**src/rtl/seq_det_pkg.sv**
```systemverilog
// Shared constants and helpers for the serial pattern detector.
// Masked-equality compare is kept here so every user agrees on it.
package seq_det_pkg;

  localparam int PAT_W_DEF = 4;
  localparam int CNT_W_DEF = 8;
  localparam logic [PAT_W_DEF-1:0] PAT_DEF = 4'b1001;

  // Operands are zero-extended by the caller; zero bits compare equal.
  function automatic logic masked_eq(
    input logic [63:0] a,
    input logic [63:0] b,
    input logic [63:0] m
  );
    return ((a ^ b) & m) == 64'd0;
  endfunction

endpackage

```
**src/rtl/sat_counter.sv**
```systemverilog
// Saturating up-counter with synchronous clear.
// Clear beats increment; the count sticks at all-ones.
module sat_counter #(
  parameter int W = 8
) (
  input  logic         clk,
  input  logic         rst,
  input  logic         inc,
  input  logic         clr,
  output logic [W-1:0] count,
  output logic         sat
);

  assign sat = &count;

  // Count events until full; clear or reset zeroes it.
  always_ff @(posedge clk) begin
    if (rst || clr)
      count <= '0;
    else if (inc && !sat)
      count <= count + W'(1);
  end

endmodule

```
**src/rtl/pattern_detector.sv**
```systemverilog
// Serial bit-pattern detector with loadable pattern/mask.
// Overlap select, registered match pulse, saturating count.
module pattern_detector
  import seq_det_pkg::*;
#(
  parameter int PAT_W = PAT_W_DEF,
  parameter int CNT_W = CNT_W_DEF,
  parameter logic [PAT_W-1:0] PAT_DEFAULT = PAT_W'(PAT_DEF)
) (
  input  logic             clk,
  input  logic             rst,
  input  logic             in_valid,
  input  logic             in_bit,
  input  logic             pat_load,
  input  logic [PAT_W-1:0] pat_in,
  input  logic [PAT_W-1:0] mask_in,
  input  logic             overlap_en,
  input  logic             count_clr,
  output logic             out_match,
  output logic [CNT_W-1:0] match_count,
  output logic             count_sat
);

  localparam int FW = $clog2(PAT_W + 1);
  localparam logic [FW-1:0] FULL = FW'(PAT_W);

  logic [PAT_W-1:0] hist;
  logic [PAT_W-1:0] hist_n;
  logic [PAT_W-1:0] pat;
  logic [PAT_W-1:0] mask;
  logic [FW-1:0]    fill;
  logic [FW-1:0]    fill_n;
  logic             hit;

  // Next history/fill and the match decision for this cycle.
  always_comb begin
    hist_n = {hist[PAT_W-2:0], in_bit};
    fill_n = (fill == FULL) ? fill : fill + FW'(1);
    hit    = in_valid && !pat_load && (fill_n == FULL) &&
             masked_eq(64'(hist_n), 64'(pat), 64'(mask));
  end

  // Pattern, history and fill state; load beats a valid bit.
  always_ff @(posedge clk) begin
    if (rst) begin
      hist      <= '0;
      pat       <= PAT_DEFAULT;
      mask      <= '1;
      fill      <= '0;
      out_match <= 1'b0;
    end else begin
      out_match <= hit;
      if (pat_load) begin
        pat  <= pat_in;
        mask <= mask_in;
        fill <= '0;
      end else if (in_valid) begin
        hist <= hist_n;
        fill <= (hit && !overlap_en) ? '0 : fill_n;
      end
    end
  end

  sat_counter #(
    .W(CNT_W)
  ) u_cnt (
    .clk  (clk),
    .rst  (rst),
    .inc  (hit),
    .clr  (count_clr),
    .count(match_count),
    .sat  (count_sat)
  );

endmodule
```
**config.mk**
```make
export PLATFORM = sky130hd
export DESIGN_NAME = pattern_detector
export DESIGN_NICKNAME = d
export VERILOG_FILES = /design/src/rtl/seq_det_pkg.sv /design/src/rtl/sat_counter.sv /design/src/rtl/pattern_detector.sv
export SDC_FILE = /design/constraint.sdc
export NUM_CORES = 1
export LEC_CHECK = 0
export ABC_CLOCK_PERIOD_IN_PS = 3600
export CAP_MARGIN = 20
export CORE_MARGIN = 10
export CORE_UTILIZATION = 34
export CTS_BUF_LIST = sky130_fd_sc_hd__clkbuf_8 sky130_fd_sc_hd__clkbuf_16
export CTS_CLUSTER_SIZE = 30
export DETAILED_ROUTE_END_ITERATION = 6
export GPL_TIMING_DRIVEN = 0
export PLACE_DENSITY = 0.55
export RECOVER_POWER = 50
export SYNTH_ARGS = -nofsm -noshare
export SYNTH_HDL_FRONTEND = slang
export SYNTH_SLANG_ARGS = --single-unit
export TNS_END_PERCENT = 30
```
**constraint.sdc**
```tcl
create_clock -name clk -period 3.6 [get_ports clk]
set_clock_uncertainty 0.15 [all_clocks]
set_input_delay 0.72 -clock clk [delete_from_list [all_inputs] [get_ports clk]]
set_output_delay 0.72 -clock clk [all_outputs]
set_load 0.01 [all_outputs]
```
### Word level (Yosys, flattened, before mapping)

Cells that the tools add are included.

* bits in registers: 23

* bitwise operators: 3
* add/subtract/negate cells: 2
* reductions and logical operators: 13
* eq/ne operators: 2
* multiplexer cells: 2

Operators with widths (number)
* $logic_not 64->1: 1
* $add 8x1->8 const B: 1
* $reduce_and 8->1: 1
* $eq 3x3->1 const B: 2
* $mux 3: 2
* $logic_and 1x1->1: 5
* $and 4x4->4: 1
* $xor 4x4->4: 1
* $add 3x1->3 const B: 1
* $logic_not 1->1: 3
* $reduce_and 2->1: 1
* $reduce_or 2->1: 1
* $logic_or 1x1->1: 1
* $not 1->1: 1

### Depth between registers and ports, before layout

* depth after elaboration: 7
* depth in mapped cells: 7

### By module

Synthesis repeated with hierarchy kept, for this count alone.

* cell total of the unflattened synthesis: 118
* area, all modules: 1102.3 um2

Modules (own cells, without submodules)
* pattern_detector: area each 676.9 um2, instances 1, sequential area each 300.3 um2, cells an instance 69
* sat_counter: area each 425.4 um2, instances 1, sequential area each 160.2 um2, cells an instance 49

### Worst setup path before layout

No wires, ideal clock.

* kind: input port to flip-flop
* start point: input port pat_load
* end point: register u_cnt.count[7]
* stages on the path: 5
* setup slack: 1.120 ns
* data arrival time: 2.260 ns
* setup time: 0.070 ns
* cells stage by stage: or3b_1 -> a211o_1 -> or4_1 -> or3_1 -> a21oi_1

* cells in the longest elaborated chain, start to end: 5

RTL lines
* start: declaration: line pattern_detector.sv:14 `input logic pat_load,`
* $logic_not 1->1: line pattern_detector.sv:39 `hit = in_valid && !pat_load && (fill_n == FULL) &&`
* $logic_and 1x1->1 (3 in a row): line pattern_detector.sv:39
* $logic_and 1x1->1: line sat_counter.sv:20 `else if (inc && !sat)`
* end signal: assignment: line sat_counter.sv:21 `count <= count + W'(1);`
* end: declaration: line sat_counter.sv:10 `output logic [W-1:0] count,`

No other way between the ends.
A chain may end at the register's enable or synchronous reset.

### Final worst setup path

* start point: input port in_valid
* end point: register u_cnt.count[7]

* cells in the longest elaborated chain, start to end: 4

RTL lines
* start: declaration: line pattern_detector.sv:12 `input logic in_valid,`
* $logic_and 1x1->1 (3 in a row): line pattern_detector.sv:39
* $logic_and 1x1->1: line sat_counter.sv:20

No other way between the ends.

==> results.toml <==
[outcome]
run_status = "finished, final reports clean"

[global_route]
first_global_vias = 963
pin_count_of_the_biggest_net_entering_global_routing = 14
groute.usage.overall = 0.09059
grt_pass1_wl_mm = 4.554
grt_antenna_before_repair = 0
grt.overflow.total = 0

[critical_path]
rr_worst_depth = 7
crit_family = "simple AND/OR/NAND/NOR gates"
start_kind = "input pin"
timing.reg2reg.setup_slack_ps = 950
critPathCapture = "u_cnt.count[7]"
worst-endpoint-required_ps = 3650
worstSetupStartpoint = "in_valid"
regToRegEndpoint = "u_cnt.count[7]"
setup.worst_path.end_class = "flip-flop"
path_depth = 6
critical-path-max-stage-delay_ps = 590
crit-reg2reg-launch = "fill[0]"
timing.critical_path.buf_inv = 1
crit_fanout = 6
worst_ep_arrival_time_ps = 2950
critical_path.slowest_cell = "clkdlybuf4s50_1"
path_class = "in -> reg"
cp_cell_sequence = "clkdlybuf4s50_1 -> or3b_1 -> a211o_1 -> or4_1 -> or3_1 -> a21oi_1"

[place]
port_buffers = 23
half_perimeter_wire_length_of_the_detailed_placement_result_mm = 2.017
place_worst_setup_slack_ps = 418.0
dpl_cell_area_sq_um = 1398
gp_congestion = 0.7774
inst_count_dp = 189

[cts]
cts_max_path_buffers = 2
h-tree-depth = 1
postCtsSetupBuffers = 0
library_cell_used_as_clock_root_buffer = "clkbuf_8"
post_cts_hold_buffer_count = 0
cts_buffer_count = 3
tritoncts_clock_tree = "done"
postCtsResizedCells = 0
clk_latency_ps = 260
worst_path_clk_slew_ps = 80
clkSinkCount = 23

[hold_path]
hp-class = "reg -> reg"
worstHoldStart = "u_cnt.count[1]"

[die]
die_area_sq_um = 5959
core_box_area_sq_um = 3103
num_rows = 20
floorplan.initialDensity = 0.3585
num_io_pins = 25
die_w_microns = 77.20
fp.dieH_microns = 77.20

[power]
total_switching_power_uw = 116.1
ir_worst_vdd_v = 0.0002415
netSwitchingFraction = 0.2395
design_power_total_uw = 484.8
seqPwrFrac = 0.550
p_int_uw = 368.7
static_leakage_power_nw = 0.5286
clockPowerShare = 0.329
p_per_area_nw_per_um2 = 335.7
share_comb_of_total_power = 0.121

[synth]
synth.yosys.warnings = 0
synth-edff-count = 0
synthCells = 122
synth_top_flop_cell = "dfxtp_1"
post_synth.cell_area_avg_sq_um = 9.117
ys_ff_latch = 23
netlist_area_sq_um = 1112
syn_nets = 140
synth_seq_area_share = 0.4139
synth_async_sr_flop_share = 0
ys_types = 34

[timing]
rsz_0062_raised_after_global_routing = "no"
fmax_ghz = 0.3449
report.final.slew_viol_count = 0
worst_slew_pin_slew_ps = 750.7
post-route-period-util = 0.8054
setup_viol_count_final = 0
max_slew_margin = 0.4917
final_period_minus_worst_setup_slack_ps = 2900
finalHoldViolations = 0
final.setup.tns_ps = 0
setup_ws_ps = 700.4
hold-worst-slack_ps = 353.2

[routing]
routed_wl_mm = 2.665
dr.pass1.iters = 4
average_vias_per_placed_instance = 5.114
via_count = 987
drt_drc_violations_left = 0
average_wire_length_per_cell_after_detail_routing_microns = 13.81
number_of_drc_violations_after_detailed_routing_iteration_0 = 52
detail-route-antenna-nets = 0

[final_layout]
finish.instance_area_sq_um = 1444
final_cell_count_no_fill = 193
final_net_count = 168
final_core_utilization = 0.4653
syn2layout_area_growth_pct = 29.81
antennaDiodeCount = 0
layout-drive-gt1-share = 0.03356

[flow_run]
drv.max_cap_violation_count = 0
power by group through the flow:
stage               Clock (mW)  Combinational (mW)  Sequential (mW)
floorplan                    0              0.0340            0.272
global placement             0              0.0584            0.273
detailed placement           0              0.0591            0.273
CTS                      0.168              0.0594            0.267
global route             0.181              0.0649            0.268
finish                   0.159              0.0586            0.267
worst min path at each step:
stage	cells past startpoint	to	slack [ps]
3_3_place_gp	2	u_cnt.count[1]	340
6_report	2	u_cnt.count[1]	350
2_1_floorplan	2	hist[2]	330
4_1_cts	2	u_cnt.count[1]	370
3_5_place_dp	2	u_cnt.count[1]	350
5_1_grt	2	u_cnt.count[1]	390
area by class of cell:
cell class	instances	area [sq um]
Buffer	7	26.28
Clock buffer	3	41.29
Clock inverter	1	5.005
Fill cell	342	1659
Inverter	4	15.01
Multi-Input combinational cell	88	610.6
Sequential cell	23	460.4
Tap cell	44	55.05
Timing Repair Buffer	23	230.2
layout by cell type, fill, tap and decap left out, types with 5 or more instances in the layout:
| cell | n |
|---|---|
| mux2i_1 | 8 |
| or4_1 | 5 |
| nor3_1 | 5 |
| dfxtp_1 | 23 |
| dlygate4sd3_1 | 10 |
| nand2_1 | 6 |
| clkbuf_1 | 5 |
| nor2_1 | 7 |
| a211o_1 | 7 |
| nor2b_1 | 8 |
| a21oi_1 | 5 |
| clkdlybuf4s50_1 | 13 |
metal layers:
layer,part of all wire,GRT usage,up-vias
met4,0.0064,0.02190,0
met3,0.029,0.02914,2
met1,0.51,0.1203,467
li1,-,-,502
met5,0,0,-
met2,0.46,0.1371,16
registers in the layout (all words and copies together), names as in the netlist:
| register | cells |
|---|---|
| hist | 3 |
| pat | 4 |
| mask | 4 |
| fill | 3 |
| u_cnt.count | 8 |
| out_match | 1 |
tightest hold or removal path, cell delays in order, from the launching register on:
cell and delay, ps:
dfxtp_1 340, nand2_1 60, mux2i_1 50
cell usage after synthesis (2+ instances only):
master,instances,area [sq um]
nor2b_1,8,50.05
nand3_1,3,15.01
mux2i_1,8,80.08
inv_1,4,15.01
buf_1,3,11.26
nor3_1,5,25.02
or4_1,5,37.54
o21ai_0,3,15.01
xor2_1,4,35.03
nor2_1,7,26.28
dfxtp_1,23,460.4
o31ai_1,3,22.52
nand2_1,6,22.52
a21oi_1,5,25.02
nor4b_1,2,17.52
clkbuf_1,4,15.01
a211o_1,7,61.31
or3_1,4,25.02
ha_1,3,37.54
cell families (layout without fill, tap and decap cells):
| group | count (synthesis) | count (layout) | share of synthesized area |
|---|---|---|---|
| and+or+nand+nor | 46 | 46 | 0.2340 |
| AOI/OAI and AO/OA | 26 | 26 | 0.1699 |
| DFF | 23 | 23 | 0.4139 |
| buffers and inverters | 11 | 38 | 0.03711 |
| muxes | 8 | 8 | 0.07199 |
| xor gates and xnor gates | 5 | 5 | 0.03937 |
| adders and majority gates | 3 | 3 | 0.03375 |
Power figures use the tool's default switching activity.
